[src/rtl/prog_store.sv]
// rtl/prog_store.sv - program word store: valid/ready loader, registered fetch responder, core reset control
// Optional XOR checksum of loaded words enabled by `define PROG_STORE_CSUM_EN.
module prog_store #(
    parameter int ADDR_W = 2,
    parameter int DATA_W = 8,
    parameter int DEPTH  = 1 << ADDR_W
) (
    input  logic              clk_i,
    input  logic              n_rst_i,
    input  logic              load_start_i,
    input  logic              load_valid_i,
    input  logic [DATA_W-1:0] load_data_i,
    output logic              load_ready_o,
    output logic              load_done_o,
    input  logic [ADDR_W-1:0] prog_addr_i,
    output logic [DATA_W-1:0] prog_data_o,
    output logic              prog_valid_o,
    input  logic              halt_i,
    output logic              core_n_rst_o
`ifdef PROG_STORE_CSUM_EN
    ,
    output logic [DATA_W-1:0] csum_o
`endif
);

    typedef enum logic [1:0] {
        IDLE   = 2'd0,
        LOAD   = 2'd1,
        RUN    = 2'd2,
        HALTED = 2'd3
    } state_t;

    localparam logic [ADDR_W-1:0] LAST_PTR = ADDR_W'(DEPTH - 1);

    state_t              state_q, state_d;
    logic [ADDR_W-1:0]   wr_ptr_q, wr_ptr_d;
    logic [DATA_W-1:0]   prog_data_q, prog_data_d;
    logic                prog_valid_q, prog_valid_d;
    logic                core_n_rst_q, core_n_rst_d;
    logic [DATA_W-1:0]   mem_q [DEPTH];
    logic                beat;

    assign load_ready_o = (state_q == LOAD) && !load_start_i;
    assign load_done_o  = (state_q == RUN) || (state_q == HALTED);
    assign beat         = load_valid_i && load_ready_o;
    assign prog_data_o  = prog_data_q;
    assign prog_valid_o = prog_valid_q;
    assign core_n_rst_o = core_n_rst_q;

    always_comb begin
        state_d      = state_q;
        wr_ptr_d     = wr_ptr_q;
        prog_data_d  = prog_data_q;
        prog_valid_d = 1'b0;
        core_n_rst_d = core_n_rst_q;
        case (state_q)
            IDLE: core_n_rst_d = 1'b0;
            LOAD: begin
                if (beat) begin
                    wr_ptr_d = wr_ptr_q + 1'b1;
                    // Core leaves reset on the same edge that lands the final word.
                    if (wr_ptr_q == LAST_PTR) begin
                        state_d      = RUN;
                        core_n_rst_d = 1'b1;
                    end
                end
            end
            RUN: begin
                if (halt_i) begin
                    state_d = HALTED;
                end else begin
                    prog_data_d  = mem_q[prog_addr_i];
                    prog_valid_d = 1'b1;
                end
            end
            HALTED: ;
            default: state_d = IDLE;
        endcase
        if (load_start_i) begin
            state_d      = LOAD;
            wr_ptr_d     = '0;
            prog_data_d  = prog_data_q;
            prog_valid_d = 1'b0;
            core_n_rst_d = 1'b0;
        end
    end

    always_ff @(posedge clk_i or negedge n_rst_i) begin
        if (!n_rst_i) begin
            state_q      <= IDLE;
            wr_ptr_q     <= '0;
            prog_data_q  <= '0;
            prog_valid_q <= 1'b0;
            core_n_rst_q <= 1'b0;
        end else begin
            state_q      <= state_d;
            wr_ptr_q     <= wr_ptr_d;
            prog_data_q  <= prog_data_d;
            prog_valid_q <= prog_valid_d;
            core_n_rst_q <= core_n_rst_d;
        end
    end

    // Storage is deliberately unreset; a program is only ever read after a full load.
    always_ff @(posedge clk_i) begin
        if (beat) begin
            mem_q[wr_ptr_q] <= load_data_i;
        end
    end

`ifdef PROG_STORE_CSUM_EN
    logic [DATA_W-1:0] csum_q, csum_d;

    always_comb begin
        csum_d = csum_q;
        if (beat) begin
            csum_d = csum_q ^ load_data_i;
        end
        if (load_start_i) begin
            csum_d = '0;
        end
    end

    always_ff @(posedge clk_i or negedge n_rst_i) begin
        if (!n_rst_i) begin
            csum_q <= '0;
        end else begin
            csum_q <= csum_d;
        end
    end

    assign csum_o = csum_q;
`endif

endmodule
[config.mk]
export PLATFORM = sky130hd
export DESIGN_NAME = prog_store
export DESIGN_NICKNAME = d
export VERILOG_FILES = /design/src/rtl/prog_store.sv
export SDC_FILE = /design/constraint.sdc
export NUM_CORES = 1
export LEC_CHECK = 0
export BUFFER_PORTS_ARGS = -buffer_cell sky130_fd_sc_hd__buf_2
export CORE_AREA = 2 2 82 45
export CTS_CLUSTER_DIAMETER = 30
export DETAILED_ROUTE_END_ITERATION = 10
export DIE_AREA = 0 0 84 47
export PLACE_DENSITY = 0.76
export SYNTH_ARGS = -nofsm -noshare
export SYNTH_HDL_FRONTEND = slang
export SYNTH_SLANG_ARGS = --single-unit
export TNS_END_PERCENT = 5
[constraint.sdc]
create_clock -name clk_i -period 4.84 [get_ports clk_i]
set_clock_uncertainty 0.2 [all_clocks]
set_input_delay 0.968 -clock clk_i [delete_from_list [all_inputs] [get_ports clk_i]]
set_output_delay 0.968 -clock clk_i [all_outputs]
set_load 0.02 [all_outputs]
==> impl_metrics.json, run 1 <==
{
  "grt_remaining_overflow": 0,
  "first_global_vias": 922,
  "fin_worst_hold_slack_ns": 0.308,
  "finalSetupViolCount": 0,
  "start_util": 0.555,
  "met1Wirelength_um": 1370,
  "die_y_um": 47,
  "whs_endpoint": "prog_data_o[3]",
  "wl_met2_um": 1430,
  "worstReg2RegStart": "state_q[1]",
  "core-area_sq_mm": 0.00325,
  "worstPathMaxFanout": 8,
  "synth_flop_cell": "edfxtp_1",
  "yosysWarnings": 0,
  "syn_area_per_cell_sq_um": 19.2,
  "antenna_found_initial": 0,
  "row_count": 15,
  "clockRootBuffer": "clkbuf_8",
  "p_leak_nw": 0.837,
  "die_area_sq_mm": 0.00395,
  "critPathCaptureType": "output port",
  "power_per_cell_area_mw_per_mm2": 371,
  "clock_latency_ns": 0.30,
  "p_total_w": 0.000769,
  "r2r_cells": 3,
  "cp_slowest_cell": "nor3b_1",
  "hp-class": "flip-flop to flip-flop",
  "wl_per_cell_um": 18.2,
  "cpPeakStageDelay_ns": 0.30,
  "dp_hpwl_um": 2110,
  "num_io_pins": 27,
  "synth_cell_types": 25,
  "synth_cells": 94,
  "drc": 0,
  "first_pass_iters": 4,
  "place_congestion": 0.683,
  "worst_pin_slew_ns": 0.667,
  "critical_path_arrival_ns": 1.65,
  "grt_pass1_wl_um": 4720,
  "cts_buffer_depth": 2,
  "r2r_slack_ns": 2.94,
  "wl_met3_um": 159,
  "vias": 904,
  "synth_area_leaders": "edfxtp_1 (53%), dfrtp_1 (19%), mux4_2 (10%)",
  "outcome": "finished clean",
  "synth-edff-count": 32,
  "setup_slack_ns": 2.02,
  "tns_ns": 0,
  "ys_seq_elements": 46,
  "syn-cell-area_sq_mm": 0.00180,
  "cts_tree": "built",
  "min_period_ns": 2.82,
  "grt_start_max_net_pins": 15,
  "top_layer": "met4",
  "slew_headroom": 0.552,
  "r2r_end": "prog_data_o[0]",
  "startpoint_type": "input pin",
  "syn-num-nets": 113,
  "clk_pin_slew_ns": 0.08,
  "area_delta_synth_final_pct": 14.9,
  "maxCapViolCount": 0,
  "dr.first_iter.drc_count": 92,
  "cts_resized": 0,
  "viasPerCell": 5.45,
  "synthArstFlopShare": 0.304,
  "cts_htree_levels": 2,
  "cts_setup_buffers": 0,
  "worstPathBufferInverterCount": 2,
  "clock-sinks": 46,
  "grt_setup_unrepaired": "false",
  "final_cells": 166,
  "peakVddDrop_mv": 0.244,
  "ys_seq_area_frac": 0.727,
  "diodes": 0,
  "critPathRequiredTime_ns": 3.67,
  "post-route-period-util": 0.583,
  "drt_wl_total_um": 3020,
  "critPathTopFamily": "buffers and inverters",
  "synthMostInstantiatedCell": "edfxtp_1",
  "nFillCells": 234,
  "synth_largest_area_cell": "edfxtp_1",
  "numPortBuffers": 26,
  "finalHoldViolCount": 0,
  "holdBufCountCts": 0,
  "worstHoldStart": "prog_data_o[3]",
  "grt_usage": 0.177,
  "place_inst": 158,
  "path_class": "input pin to output port",
  "crit_top_cell": "buf_2",
  "fmax_ghz": 0.355,
  "die_w_um": 84,
  "final_nets": 142,
  "worstPathCellList": "buf_2 -> nor3b_1 -> buf_2",
  "drv_slew": 0,
  "whs_path_depth": 1,
  "pre_cts_slack_ns": 2.06,
  "antenna_left": 0,
  "ys_top_cells_by_count": "edfxtp_1 (32), dfrtp_1 (14), mux2_2 (8), mux4_2 (8), ha_1 (4)",
  "drive_above_1_share": 0.419,
  "cts_buffers": 5,
  "yosysTopAreaCellShare": 0.533
}
[area by class of cell]
type | instances | area (sq um) | area share
clock buffers | 5 | 68.8 | 0.0332
clock inverters | 3 | 40.0 | 0.0193
inverters | 3 | 11.3 | 0.00543
multi-input cells | 41 | 458 | 0.221
flip-flops and latches | 46 | 1310 | 0.633
well taps | 42 | 52.6 | 0.0254
repair buffers | 26 | 130 | 0.0628
[per-layer routing]
layer / up-vias / track usage
li1: 419 / -
met1: 452 / 0.228
met2: 26 / 0.282
met3: 7 / 0.0633
met4: 0 / 0.0871
met5: - / 0
[flip-flops by register name, summed over array words and instances, names as in the netlist]
name,cells
wr_ptr_q,2
state_q,2
core_n_rst_o,1
prog_valid_o,1
prog_data_o,8
mem_q,32
[layout by cell type, fill, tap and decap left out]
cell type  count
o21ai_0        1
nor3_1         1
mux4_2         8
and2_1         3
ha_1           4
a31oi_1        1
nor3b_1        1
edfxtp_1      32
o31ai_1        1
nand2_1        3
clkinv_2       2
and4bb_1       1
clkbuf_8       5
buf_2         26
nand3_1        1
dfrtp_1       14
mux2_2         8
nor2_1         2
inv_2          1
o21bai_1       1
inv_1          2
bufinv_16      1
nand2b_1       1
and3_1         1
nor4_4         1
a21oi_1        2
[stage by stage]
step / area (sq um) / util
after floorplan: 1800 / -
after CTS: 2070 / 0.638
after global routing: 2070 / 0.638
final: 2070 / 0.638
after global placement: 1960 / 0.605
after detailed placement: 1960 / 0.605
[report_power, final]
part | switching [W] | internal (W)
clock | 0.000122 | 0.000152
sequential | 0.00000672 | 0.000437
combinational | 0.0000309 | 0.0000213
total | 0.000159 | 0.000610
[worst max path at each step]
| stage | startpoint | slack, ns | to | cells past startpoint |
|---|---|---|---|---|
| finish | load_start_i | 2.02 | load_ready_o | 3 |
| global route | load_start_i | 1.99 | load_ready_o | 3 |
| CTS | load_start_i | 2.05 | load_ready_o | 3 |
| detailed placement | load_start_i | 2.06 | load_ready_o | 3 |
| global placement | load_start_i | 2.13 | load_ready_o | 3 |
| floorplan | load_start_i | 1.98 | load_ready_o | 2 |
[cells by family (layout without fill, tap and decap cells)]
| kind of cell | count (synthesis) | count (layout) | share of synthesized area |
|---|---|---|---|
| buffers and inverters | 7 | 37 | 0.0187 |
| AND/OR/NAND/NOR | 15 | 15 | 0.0562 |
| flip-flops | 46 | 46 | 0.727 |
| multiplexers | 16 | 16 | 0.150 |
| AO/OA/AOI/OAI | 6 | 6 | 0.0201 |
| adder cells (fa/ha/maj) | 4 | 4 | 0.0278 |
No activity file was read; power rests on OpenSTA's default activity.
==> run 2, diff against run 1 <==
- CORE_AREA: 2 2 82 45 -> 2 2 88 48
- DIE_AREA: 0 0 84 47 -> 0 0 90 50
- PLACE_DENSITY: 0.76 -> 0.7
- clock period: 4.84 -> 2.3 ns (I/O delays scaled with it)
==> run 2 against run 1 <==
Compared with the run above:
- worst hold slack got worse by 0.12 ns
- clock power rose by 77%
- register-to-register slack worse by 2.5 ns
- setup slack got worse by 1.7 ns
- cell area up 1.1%
- combinational power rose by 120%
- cell count rose by 9.0%
- largest power group unchanged
- critical path depth down 1
- clock-buffer cell count grew 2
- total power grew 99%
- critical endpoint unchanged
- sequential share of layout area is 0.68 points lower
==> impl_metrics.json, run 2 (synthesized netlist as in run 1, its figures left out) <==
{
  "outcome": "finished clean",
  "whs_endpoint": "mem_q[2][0]",
  "row_count": 16,
  "finalSetupViolCount": 0,
  "worstReg2RegStart": "state_q[1]",
  "viasPerCell": 5.08,
  "maxCapViolCount": 0,
  "switching_share": 0.210,
  "clock_latency_ns": 0.29,
  "clkPwrFrac": 0.317,
  "p_leak_nw": 0.842,
  "tns_ns": 0,
  "die_y_um": 50,
  "worstHoldStart": "load_data_i[0]",
  "dp_hpwl_um": 2200,
  "whs_path_depth": 1,
  "core-area_sq_mm": 0.00372,
  "cpPeakStageDelay_ns": 0.48,
  "cts_tree": "built",
  "cts_buffer_depth": 2,
  "final_common_cell": "edfxtp_1",
  "critical_path_arrival_ns": 1.30,
  "critPathCaptureType": "output port",
  "startpoint_type": "flip-flop",
  "drv_slew": 0,
  "worstPathMaxFanout": 7,
  "r2r_end": "mem_q[1][4]",
  "grt_usage": 0.163,
  "cts_resized": 0,
  "finalHoldViolCount": 0,
  "max_flop_register": "mem_q",
  "dr.first_iter.drc_count": 84,
  "grt_pass1_wl_um": 5240,
  "grt_setup_unrepaired": "false",
  "diodes": 0,
  "slew_headroom": 0.727,
  "drt_wl_total_um": 3090,
  "min_period_ns": 1.96,
  "cts_buffers": 5,
  "layout_common_cells": "edfxtp_1 (32), buf_2 (26), dfrtp_1 (14)",
  "critPathRequiredTime_ns": 1.64,
  "grt_start_max_net_pins": 15,
  "numPortBuffers": 26,
  "final_nets": 145,
  "fmax_ghz": 0.510,
  "peakVddDrop_mv": 0.404,
  "cts_setup_buffers": 0,
  "drc": 0,
  "power_frac_seq": 0.609,
  "num_io_pins": 27,
  "power_switching_w": 0.000322,
  "place_congestion": 0.786,
  "die_w_um": 90,
  "die_area_sq_mm": 0.00450,
  "antenna_left": 0,
  "setup_slack_ns": 0.339,
  "power_frac_comb": 0.074,
  "worstPathCellList": "nor3b_1 -> buf_2",
  "post-route-period-util": 0.852,
  "path_class": "flip-flop to output port",
  "drive_above_1_share": 0.417,
  "intPower_w": 0.00121,
  "area_delta_synth_final_pct": 16.2,
  "cts_htree_levels": 2,
  "hp-class": "input pin to flip-flop",
  "r2r_cells": 2,
  "wl_per_cell_um": 17.1,
  "largest_reg_flops": 32,
  "vias": 920,
  "grt_remaining_overflow": 0,
  "start_util": 0.484,
  "first_pass_iters": 4,
  "clockRootBuffer": "clkbuf_8",
  "cp_slowest_cell": "dfrtp_1",
  "nFillCells": 312,
  "power_per_cell_area_mw_per_mm2": 730,
  "r2r_slack_ns": 0.47,
  "worst_pin_slew_ns": 0.409,
  "antenna_found_initial": 0,
  "clock-sinks": 46,
  "clk_pin_slew_ns": 0.08,
  "pre_cts_slack_ns": 0.332,
  "first_global_vias": 1015
}
==> run 2: power groups by stage <==
stage	clock network (W)	registers, W	logic (W)
2_1_floorplan	0	0.000952	0.0000632
3_3_place_gp	0	0.000949	0.000109
3_5_place_dp	0	0.000950	0.000113
4_1_cts	0.000502	0.000932	0.000115
5_1_grt	0.000537	0.000936	0.000126
6_report	0.000485	0.000932	0.000113
==> run 2: worst max-delay path by stage <==
stage                             from           end  slack, ns  cells past startpoint
after floorplan           load_start_i   mem_q[3][0]       0.16                      3
after global routing        state_q[0]  load_ready_o       0.24                      2
final                       state_q[0]  load_ready_o       0.34                      2
after global placement    load_start_i   mem_q[1][0]       0.37                      3
after detailed placement  load_start_i   mem_q[2][4]       0.33                      3
after CTS                   state_q[0]  load_ready_o       0.34                      2
==> run 2: repair_timing <==
item / 4_1_cts / 5_1_grt
endpoints found under the hold margin: 14 / 0
endpoints found under the setup margin: 0 / 0
hold buffers: 1 / 0
==> run 2: per-stage QoR <==
stage / util / instances / hold WS (ns) / area, sq um / power (W)
6_report: 0.563 / 181 / 0.187 / 2090 / 0.00153
5_1_grt: 0.563 / 181 / 0.176 / 2090 / 0.00160
4_1_cts: 0.563 / 181 / 0.171 / 2090 / 0.00155
3_5_place_dp: 0.535 / 172 / 0.201 / 1990 / 0.00106
3_3_place_gp: 0.535 / 172 / 0.193 / 1990 / 0.00106
2_1_floorplan: - / 94 / -0.0356 / 1800 / 0.00102
==> run 2: metal layers <==
metal | up-vias | part of all wire | global-route usage
met2 | 27 | 0.44 | 0.232
met3 | 5 | 0.054 | 0.0535
met4 | 0 | 0.016 | 0.0692
met5 | - | 0 | 0
met1 | 462 | 0.49 | 0.233
li1 | 426 | - | -
==> run 2: area by class of cell <==
| class | count | area, sq um | area share |
|---|---|---|---|
| Sequential cell | 46 | 1310 | 0.626 |
| Inverter | 3 | 11.3 | 0.00538 |
| Timing Repair Buffer | 29 | 155 | 0.0741 |
| Multi-Input combinational cell | 41 | 458 | 0.219 |
| Clock inverter | 1 | 5.00 | 0.00239 |
| Tap cell | 54 | 67.6 | 0.0323 |
| Clock buffer | 7 | 86.3 | 0.0412 |
==> run 2: critical path: cells and delay by family (launching register included) <==
family | cells | cell delay, ns
buffers and inverters | 1 | 0.22
and+or+nand+nor | 1 | 0.30
DFF | 1 | 0.48
